`src/rtl/axi4_lite_reg_bank_pkg.sv`:
```
// Shared types and helpers for the AXI4-Lite register bank: response codes,
// channel FSM states and byte-address decode.
package axi4_lite_reg_bank_pkg;

  localparam logic [1:0] RESP_OKAY   = 2'b00;
  localparam logic [1:0] RESP_SLVERR = 2'b10;

  typedef enum logic [1:0] {
    W_IDLE,
    W_WAIT_BOTH,
    W_RESP
  } wr_state_t;

  typedef enum logic {
    R_IDLE,
    R_RESP
  } rd_state_t;

  typedef struct packed {
    logic        valid;
    logic [31:0] index;
  } reg_decode_t;

  // Word index is the byte address with the in-word byte offset dropped.
  function automatic reg_decode_t decode_addr(input logic [63:0] addr,
                                              input int addr_lsb,
                                              input int num_regs);
    reg_decode_t d;
    logic [63:0] idx;
    idx     = addr >> addr_lsb;
    d.valid = (idx < 64'(num_regs));
    d.index = idx[31:0];
    return d;
  endfunction

endpackage

```
`src/rtl/axi4_lite_strb_merge.sv`:
```
// Byte-lane merge of write data into an existing register word under wstrb.
module axi4_lite_strb_merge
  import axi4_lite_reg_bank_pkg::*;
#(
  parameter int DATA_W = 32
) (
  input  logic [DATA_W-1:0]   old_word,
  input  logic [DATA_W-1:0]   wdata,
  input  logic [DATA_W/8-1:0] wstrb,
  output logic [DATA_W-1:0]   new_word
);

  logic [DATA_W-1:0] mask;

  genvar gi;
  for (gi = 0; gi < DATA_W / 8; gi++) begin : g_mask
    assign mask[gi*8 +: 8] = {8{wstrb[gi]}};
  end

  assign new_word = (old_word & ~mask) | (wdata & mask);

endmodule

```
`src/rtl/axi4_lite_reg_bank.sv`:
```
// AXI4-Lite slave exposing NUM_REGS word registers, each either read-write or
// a read-only mirror of fabric inputs, with per-register write pulses.
module axi4_lite_reg_bank
  import axi4_lite_reg_bank_pkg::*;
#(
  parameter int AXI4_LITE_ADDR_BIT_WIDTH = 32,
  parameter int AXI4_LITE_DATA_BIT_WIDTH = 32,
  parameter int NUM_REGS = 8,
  parameter logic [NUM_REGS-1:0] RO_MASK = '0,
  parameter logic [NUM_REGS*AXI4_LITE_DATA_BIT_WIDTH-1:0] RST_VALS = '0
) (
  input  logic                                   i_clk,
  input  logic                                   i_rst,
  input  logic [AXI4_LITE_ADDR_BIT_WIDTH-1:0]    i_awaddr,
  input  logic                                   i_awvalid,
  output logic                                   o_awready,
  input  logic [AXI4_LITE_DATA_BIT_WIDTH-1:0]    i_wdata,
  input  logic [AXI4_LITE_DATA_BIT_WIDTH/8-1:0]  i_wstrb,
  input  logic                                   i_wvalid,
  output logic                                   o_wready,
  output logic [1:0]                             o_bresp,
  output logic                                   o_bvalid,
  input  logic                                   i_bready,
  input  logic [AXI4_LITE_ADDR_BIT_WIDTH-1:0]    i_araddr,
  input  logic                                   i_arvalid,
  output logic                                   o_arready,
  output logic [AXI4_LITE_DATA_BIT_WIDTH-1:0]    o_rdata,
  output logic [1:0]                             o_rresp,
  output logic                                   o_rvalid,
  input  logic                                   i_rready,
  input  logic [NUM_REGS*AXI4_LITE_DATA_BIT_WIDTH-1:0] i_ro_vals,
  output logic [NUM_REGS*AXI4_LITE_DATA_BIT_WIDTH-1:0] o_reg_vals,
  output logic [NUM_REGS-1:0]                    o_wr_pulse
);

  localparam int AW       = AXI4_LITE_ADDR_BIT_WIDTH;
  localparam int DW       = AXI4_LITE_DATA_BIT_WIDTH;
  localparam int SW       = DW / 8;
  localparam int ADDR_LSB = $clog2(SW);

  wr_state_t wr_state_reg, wr_state_next;
  rd_state_t rd_state_reg, rd_state_next;

  logic              aw_held_reg, w_held_reg;
  logic [AW-1:0]     awaddr_reg;
  logic [DW-1:0]     wdata_reg;
  logic [SW-1:0]     wstrb_reg;
  logic [1:0]        bresp_reg;
  logic [NUM_REGS-1:0] wr_pulse_reg;
  logic [DW-1:0]     rdata_reg;
  logic [1:0]        rresp_reg;

  logic              aw_hs, w_hs, b_hs, ar_hs, r_hs, commit, wr_ok;
  logic [AW-1:0]     wr_addr;
  logic [DW-1:0]     wr_data;
  logic [SW-1:0]     wr_strb;
  reg_decode_t       wr_dec, rd_dec;
  logic [NUM_REGS-1:0] wr_onehot, rd_onehot;
  logic [DW-1:0]     cur_vals [NUM_REGS];
  logic [DW-1:0]     rd_word;

  // Readies come only from registered state, never from incoming valids.
  assign o_awready = (wr_state_reg != W_RESP) && !aw_held_reg;
  assign o_wready  = (wr_state_reg != W_RESP) && !w_held_reg;
  assign o_bvalid  = (wr_state_reg == W_RESP);
  assign o_arready = (rd_state_reg == R_IDLE);
  assign o_rvalid  = (rd_state_reg == R_RESP);

  assign aw_hs  = i_awvalid && o_awready;
  assign w_hs   = i_wvalid && o_wready;
  assign b_hs   = o_bvalid && i_bready;
  assign ar_hs  = i_arvalid && o_arready;
  assign r_hs   = o_rvalid && i_rready;
  assign commit = (aw_held_reg || aw_hs) && (w_held_reg || w_hs);

  // A handshake in the commit cycle supplies its payload directly.
  assign wr_addr = aw_hs ? i_awaddr : awaddr_reg;
  assign wr_data = w_hs ? i_wdata : wdata_reg;
  assign wr_strb = w_hs ? i_wstrb : wstrb_reg;

  assign wr_dec = decode_addr(64'(wr_addr), ADDR_LSB, NUM_REGS);
  assign rd_dec = decode_addr(64'(i_araddr), ADDR_LSB, NUM_REGS);
  assign wr_ok  = wr_dec.valid && !(|(wr_onehot & RO_MASK));

  always_ff @(posedge i_clk or posedge i_rst) begin
    if (i_rst) begin
      wr_state_reg <= W_IDLE;
      rd_state_reg <= R_IDLE;
    end else begin
      wr_state_reg <= wr_state_next;
      rd_state_reg <= rd_state_next;
    end
  end

  always_comb begin
    wr_state_next = wr_state_reg;
    case (wr_state_reg)
      W_IDLE:      if (commit) wr_state_next = W_RESP;
                   else if (aw_hs || w_hs) wr_state_next = W_WAIT_BOTH;
      W_WAIT_BOTH: if (commit) wr_state_next = W_RESP;
      W_RESP:      if (b_hs) wr_state_next = W_IDLE;
      default:     wr_state_next = W_IDLE;
    endcase
  end

  always_comb begin
    rd_state_next = rd_state_reg;
    case (rd_state_reg)
      R_IDLE:  if (ar_hs) rd_state_next = R_RESP;
      R_RESP:  if (r_hs) rd_state_next = R_IDLE;
      default: rd_state_next = R_IDLE;
    endcase
  end

  always_ff @(posedge i_clk or posedge i_rst) begin
    if (i_rst) begin
      aw_held_reg  <= 1'b0;
      w_held_reg   <= 1'b0;
      awaddr_reg   <= '0;
      wdata_reg    <= '0;
      wstrb_reg    <= '0;
      bresp_reg    <= RESP_OKAY;
      wr_pulse_reg <= '0;
    end else begin
      if (commit) begin
        aw_held_reg <= 1'b0;
        w_held_reg  <= 1'b0;
        bresp_reg   <= wr_ok ? RESP_OKAY : RESP_SLVERR;
      end else begin
        if (aw_hs) begin
          aw_held_reg <= 1'b1;
          awaddr_reg  <= i_awaddr;
        end
        if (w_hs) begin
          w_held_reg <= 1'b1;
          wdata_reg  <= i_wdata;
          wstrb_reg  <= i_wstrb;
        end
      end
      wr_pulse_reg <= (commit && wr_ok) ? wr_onehot : '0;
    end
  end

  genvar gi;
  for (gi = 0; gi < NUM_REGS; gi++) begin : g_reg
    assign wr_onehot[gi] = wr_dec.valid && (wr_dec.index == 32'(gi));
    assign rd_onehot[gi] = rd_dec.valid && (rd_dec.index == 32'(gi));

    if (RO_MASK[gi]) begin : g_ro
      assign cur_vals[gi] = i_ro_vals[gi*DW +: DW];
    end else begin : g_rw
      logic [DW-1:0] value_reg;
      logic [DW-1:0] value_next;
      logic          unused_ro_slice;

      assign unused_ro_slice = ^i_ro_vals[gi*DW +: DW];

      axi4_lite_strb_merge #(.DATA_W(DW)) u_merge (
        .old_word (value_reg),
        .wdata    (wr_data),
        .wstrb    (wr_strb),
        .new_word (value_next)
      );

      always_ff @(posedge i_clk or posedge i_rst) begin
        if (i_rst) value_reg <= RST_VALS[gi*DW +: DW];
        else if (commit && wr_ok && wr_onehot[gi]) value_reg <= value_next;
      end

      assign cur_vals[gi] = value_reg;
    end

    assign o_reg_vals[gi*DW +: DW] = cur_vals[gi];
  end

  always_comb begin
    rd_word = '0;
    for (int k = 0; k < NUM_REGS; k++) begin
      if (rd_onehot[k]) rd_word = cur_vals[k];
    end
  end

  // Read data is captured at the AR handshake, before any same-cycle commit lands.
  always_ff @(posedge i_clk or posedge i_rst) begin
    if (i_rst) begin
      rdata_reg <= '0;
      rresp_reg <= RESP_OKAY;
    end else if (ar_hs) begin
      rdata_reg <= rd_word;
      rresp_reg <= rd_dec.valid ? RESP_OKAY : RESP_SLVERR;
    end
  end

  assign o_bresp    = bresp_reg;
  assign o_rdata    = rdata_reg;
  assign o_rresp    = rresp_reg;
  assign o_wr_pulse = wr_pulse_reg;

endmodule

```
`config.mk`:
```
export PLATFORM = sky130hd
export DESIGN_NAME = axi4_lite_reg_bank
export DESIGN_NICKNAME = d
export VERILOG_FILES = /design/src/rtl/axi4_lite_reg_bank_pkg.sv /design/src/rtl/axi4_lite_strb_merge.sv /design/src/rtl/axi4_lite_reg_bank.sv
export SDC_FILE = /design/constraint.sdc
export NUM_CORES = 1
export LEC_CHECK = 0
export ABC_AREA = 1
export CORE_MARGIN = 10
export CORE_UTILIZATION = 35
export DETAILED_ROUTE_END_ITERATION = 16
export HOLD_SLACK_MARGIN = 0.08
export PLACE_DENSITY_LB_ADDON = 0.05
export SYNTH_ARGS = -nofsm -noshare
export SYNTH_HDL_FRONTEND = slang
export SYNTH_HIERARCHICAL = 1
export SYNTH_SLANG_ARGS = --single-unit
```
`constraint.sdc`:
```
create_clock -name i_clk -period 17.8 [get_ports i_clk]
set_clock_uncertainty 0.1 [all_clocks]
set_input_delay 1.78 -clock i_clk [delete_from_list [all_inputs] [get_ports i_clk]]
set_output_delay 1.78 -clock i_clk [all_outputs]
set_load 0.005 [all_outputs]
```
==> impl_metrics.json, run 1 <==
{
  "die_w_um": 266,
  "arrival_ns": 7.60,
  "start_kind": "input pin",
  "ff2ff_path_depth": 15,
  "crit_required_ns": 18.18,
  "h-tree-depth": 2,
  "numCtsBuffers": 47,
  "ctsResizeCount": 0,
  "reg2reg_slack_ns": 11.81,
  "power.density_nw_per_um2": 115,
  "area_growth_pct": 28.1,
  "core_area_um2": 59400,
  "hpwlAfterDp_um": 66200,
  "clkLatencyLatePin_ns": 0.59,
  "clk_pin_slew_ns": 0.06,
  "ioPinCount": 668,
  "vias": 23000,
  "ff_latch_area_um2": 9230,
  "r2r-end": "g_reg[6].g_rw.value_reg[2]",
  "port_buffers": 405,
  "clockBufferDepth": 3,
  "fin_area_um2": 27000,
  "syn_area_um2": 21100,
  "initial_core_util_pct": 35.5,
  "place_congestion": 0.866,
  "final_cell_mix": "nand2_1, clkdlybuf4s50_1, dfrtp_1, nand4_1, nand3_1",
  "largest_reg_flops": 256,
  "yosys.area.top_type_share_pct": 43.8,
  "slew_viol_final": 0,
  "worstSetupEndpointType": "register",
  "via_per_inst": 5.45,
  "clockRootBuffer": "clkbuf_16",
  "syn-instance-count": 3117,
  "seq_area_frac_synth_pct": 43.8,
  "vdd_drop_max_mv": 0.186,
  "fin_crit_ns": 7.23,
  "rsz0062_at_grt": "no",
  "yosys.area.top_type": "dfrtp_1",
  "fp.dieH_um": 266,
  "gr-total-overflow": 0,
  "grt_max_degree": 113,
  "yosys_warnings": 6,
  "antenna_found_initial": 10,
  "rr_startpoint": "wr_state_reg[1]",
  "p_leak_nw": 13.6,
  "synth.distinct_cells": 28,
  "netlist_top_cells_area": "dfrtp_1, nand2_1, nand4_1",
  "layout.nets": 3772,
  "fin_util_pct": 45.5,
  "grt_pass1_wl_um": 144000,
  "mostFrequentLayoutCell": "nand2_1",
  "routed_wl_um": 98000,
  "path_class": "in2reg",
  "placed_area_um2": 25600,
  "ant_nets": 0,
  "critical_path.startpoint": "i_awvalid",
  "num_rows": 89,
  "multi_input_area_um2": 10300,
  "n_fill_cell": 5954,
  "firstDrtPassIters": 5,
  "wl_per_cell_um": 23.2,
  "drive_above_1_share_pct": 5.28,
  "worstSetupEndpoint": "g_reg[6].g_rw.value_reg[2]",
  "post-cts-setup-buffer-count": 0,
  "fin_crit_sh_pct": 40.6,
  "critPathMaxFanout": 85,
  "max_freq_mhz": 138,
  "grt_pass1_vias": 21400,
  "postCtsHoldBufs": 0,
  "slew_headroom_pct": 11.2,
  "syn-mean-instance-area_um2": 6.77,
  "finalHoldViolCount": 0,
  "cts_tree": "yes",
  "status": "finished clean",
  "drc": 0,
  "totalPowerFinal_mw": 3.11,
  "hold_path_class": "reg2reg",
  "synth-seq-cells": 369,
  "dieArea_um2": 70500,
  "track_usage_pct": 26.8,
  "numClockSinks": 369,
  "dr.first_iter.drc_count": 2564,
  "worst-slew-pin-transition_ns": 1.32,
  "setup_tns_ns": 0,
  "setup_violations": 0,
  "drv_cap": 0
}
## synthesized netlist by cell type (all sizes together)
cell type and number:
dfrtp 369, o21ai 127, conb 1, nor2 107, a31oi 3, or2 3, a311oi 1, nor4 5
nand4 323, nor3 4, nand2 1646, o22ai 1, clkbuf 109, a41oi 1, a21oi 2, nand3 142
buf 105, clkinv 2, inv 166
## worst min-delay path by stage
stage,startpoint,end,depth (start not counted)
6_report,o_rdata[19],o_rdata[19],2
4_1_cts,wr_state_reg[1],wr_state_reg[0],1
3_5_place_dp,o_rdata[8],o_rdata[8],2
5_1_grt,wr_state_reg[1],wr_state_reg[0],1
3_3_place_gp,awaddr_reg[4],awaddr_reg[4],2
2_1_floorplan,awaddr_reg[4],awaddr_reg[4],2
## metal layers
layer | up-vias | share of wire, % | global-route usage, % | wire length, um
li1 | 10600 | - | - | -
met1 | 11200 | 44 | 37.6 | 43400
met2 | 1094 | 42 | 38.9 | 40900
met3 | 113 | 12 | 9.15 | 11700
met4 | 8 | 2.0 | 6.38 | 2010
met5 | - | 0.050 | 0 | 49
## report_power, final
group          switching, mW  total (mW)  internal [mW]  leakage [nW]
Combinational          0.951        1.23          0.280          7.89
Clock                  0.390       0.926          0.537         0.711
Sequential            0.0296       0.951          0.922          5.02
Total                   1.37        3.11           1.74          13.6
## cell type report
class                           count  share of cell area (%)
Antenna cell                        6                  0.0556
Clock buffer                       76                    5.21
Clock inverter                      8                   0.157
Inverter                          168                    2.36
Multi-Input combinational cell   2367                    38.0
Sequential cell                   369                    34.2
Tap cell                          773                    3.58
Timing Repair Buffer              456                    16.4
## metrics by stage
stage	setup slack, ns	hold WS [ns]	std cells
after floorplan	5.67	0.345	3118
after global placement	10.05	0.360	4133
after detailed placement	10.06	0.364	4133
after CTS	10.66	0.377	4217
after global routing	10.12	0.392	4217
final	10.57	0.374	4223
## worst max-delay path, stage by stage
cell             delay, ns
clkdlybuf4s50_1       0.55
nand3_4               0.46
nand2_1               0.31
nand2_4               0.47
nor2_1                0.24
nand3_1               0.09
nor2_1                0.12
nand2_1               0.09
nor2_4                0.10
buf_4                 0.72
buf_4                 0.91
nand3_1               0.97
buf_4                 0.52
nand2_1               0.09
nand2_1               0.05
## kinds of logic after synthesis
logic type,share of synthesized area [%]
AO/OA/AOI/OAI,3.26
other,0.0178
flip-flops,43.8
AND/OR/NAND/NOR,44.6
buffers and inverters,8.38
(Power assumes the default switching activity.)
==> inputs of run 2 (changes only) <==
==> constraint.sdc (replaced) <==
create_clock -name i_clk -period 6.75 [get_ports i_clk]
set_clock_uncertainty 0.1 [all_clocks]
set_input_delay 0.675 -clock i_clk [delete_from_list [all_inputs] [get_ports i_clk]]
set_output_delay 0.675 -clock i_clk [all_outputs]
set_load 0.005 [all_outputs]
==> run 2 against run 1 <==
Utilization is 0.13 points higher. Flip-flop and latch count is the same. Largest power group unchanged. Die area is the same. Critical path type unchanged. First-iteration DRC count down 14%. Cell area up 0.30%.
==> impl_metrics.json, run 2 (synthesis results as in run 1) <==
{
  "grt_pass1_wl_um": 145000,
  "num_rows": 89,
  "initial_core_util_pct": 35.5,
  "setup_tns_ns": 0,
  "place_congestion": 0.840,
  "post-cts-setup-buffer-count": 0,
  "multi_input_area_um2": 10300,
  "layout.nets": 3771,
  "rr_startpoint": "aw_held_reg",
  "grt_max_degree": 151,
  "cpPeakStageDelay_ns": 0.95,
  "rsz0062_at_grt": "no",
  "hold_end": "o_rdata[26]",
  "reg2reg_slack_ns": 2.45,
  "ff2ff_path_depth": 8,
  "crit_required_ns": 7.11,
  "port_buffers": 405,
  "fin_crit_sh_pct": 64.3,
  "clk_pin_slew_ns": 0.06,
  "drc": 0,
  "arrival_ns": 4.70,
  "n_fill_cell": 5864,
  "vdd_drop_max_mv": 0.370,
  "slew_viol_final": 0,
  "use_met3_pct": 8.89,
  "track_usage_pct": 27.0,
  "ioPinCount": 668,
  "cp_common_cell": "nand2_1",
  "area_growth_pct": 28.5,
  "gr-total-overflow": 0,
  "worstSetupEndpointType": "register",
  "via_per_inst": 5.42,
  "cts_tree": "yes",
  "firstDrtPassIters": 8,
  "numClockSinks": 369,
  "routed_wl_um": 98700,
  "hp-start": "o_rdata[26]",
  "grtUsageMet1_pct": 37.9,
  "crit_chain": "clkdlybuf4s50_1 -> nand3_4 -> o21ai_0 -> inv_1 -> nor2_4 -> nand3_2 -> nand2_1 -> nand2_1",
  "power.density_nw_per_um2": 306,
  "cp.depth": 8,
  "gr-usage-met2_pct": 39.7,
  "critPathMaxFanout": 55,
  "grt_pass1_vias": 21500,
  "mostFrequentLayoutCell": "nand2_1",
  "fin_crit_ns": 4.34,
  "dieArea_um2": 70500,
  "ff_latch_area_um2": 9230,
  "status": "finished clean",
  "slew_headroom_pct": 4.50,
  "path_class": "in2reg",
  "final_cell_mix": "nand2_1, clkdlybuf4s50_1, dfrtp_1, nand4_1, nand3_1",
  "clockBufferDepth": 3,
  "antenna_found_initial": 5,
  "clockRootBuffer": "clkbuf_16",
  "crit_buf_inv": 2,
  "fin_util_pct": 45.7,
  "hpwlAfterDp_um": 66700,
  "dr.first_iter.drc_count": 2197,
  "vias": 22800,
  "numCtsBuffers": 46,
  "hold_path_class": "reg2reg",
  "ctsResizeCount": 0,
  "wl_per_cell_um": 23.4,
  "fp.dieH_um": 266,
  "p_leak_nw": 13.7,
  "finalHoldViolCount": 0,
  "ant_nets": 0,
  "postCtsHoldBufs": 0,
  "worst-slew-pin-transition_ns": 1.42,
  "largest_reg_flops": 256,
  "setup_violations": 0,
  "h-tree-depth": 2,
  "drv_cap": 0,
  "core_area_um2": 59400,
  "r2r-end": "g_reg[0].g_rw.value_reg[9]",
  "die_w_um": 266,
  "start_kind": "input pin",
  "drive_above_1_share_pct": 5.46,
  "cp_slowest_cell": "o21ai_0",
  "grt.busiest_layer": "met2",
  "hold_depth": 2,
  "clkLatencyLatePin_ns": 0.59,
  "max_freq_mhz": 231,
  "path_delay_family": "simple AND/OR/NAND/NOR gates"
}
## run 2: cell count changes in the layout (fill, tap and decap cells not counted), sizes merged
cell    previous run  this run
bufinv             0         1
inv              167       166
clkinv             8        11
diode              6         1
clkbuf            76        74
## run 2: cell type report
class | count | share of cell area (%)
well taps | 773 | 3.57
flip-flops and latches | 369 | 34.1
inverters | 168 | 2.34
diodes | 1 | 0.00923
clock inverters | 11 | 0.309
multi-input cells | 2367 | 37.9
repair buffers | 456 | 16.5
clock buffers | 74 | 5.24
## run 2: tightest hold or removal path, stage by stage (launching register included)
cell	delay, ns
dfrtp_1	0.33
nand2_1	0.05
nand2_1	0.05
## run 2: where the power goes
part           switching [mW]  internal [mW]
sequential             0.0814           2.43
clock                    1.04           1.47
combinational            2.53          0.737
## run 2: routing by layer
layer | vias to the layer above | wire length [um]
met5 | - | 53
met4 | 8 | 1770
met3 | 114 | 11600
met2 | 1099 | 41700
met1 | 11000 | 43500
li1 | 10600 | -
## run 2: stage by stage
stage                     hold slack (ns)  setup WS, ns  cell area [um^2]  power [mW]  cells
after global placement              0.361          1.84             25600        5.70   4133
final                               0.375          2.41             27100        8.29   4219
after floorplan                     0.345          1.02             21100        4.74   3118
after CTS                           0.381          2.44             27100        8.29   4218
after global routing                0.398          2.11             27100        8.76   4218
after detailed placement            0.365          1.82             25600        5.77   4133
## run 2: worst max-delay path by stage
stage               from                           to  slack (ns)
2_1_floorplan      i_rst                  aw_held_reg        1.02
3_3_place_gp   i_awvalid  g_reg[0].g_rw.value_reg[22]        1.84
3_5_place_dp   i_awvalid   g_reg[0].g_rw.value_reg[7]        1.82
4_1_cts        i_awvalid   g_reg[0].g_rw.value_reg[7]        2.44
5_1_grt        i_awvalid   g_reg[0].g_rw.value_reg[0]        2.11
6_report       i_awvalid   g_reg[0].g_rw.value_reg[9]        2.41
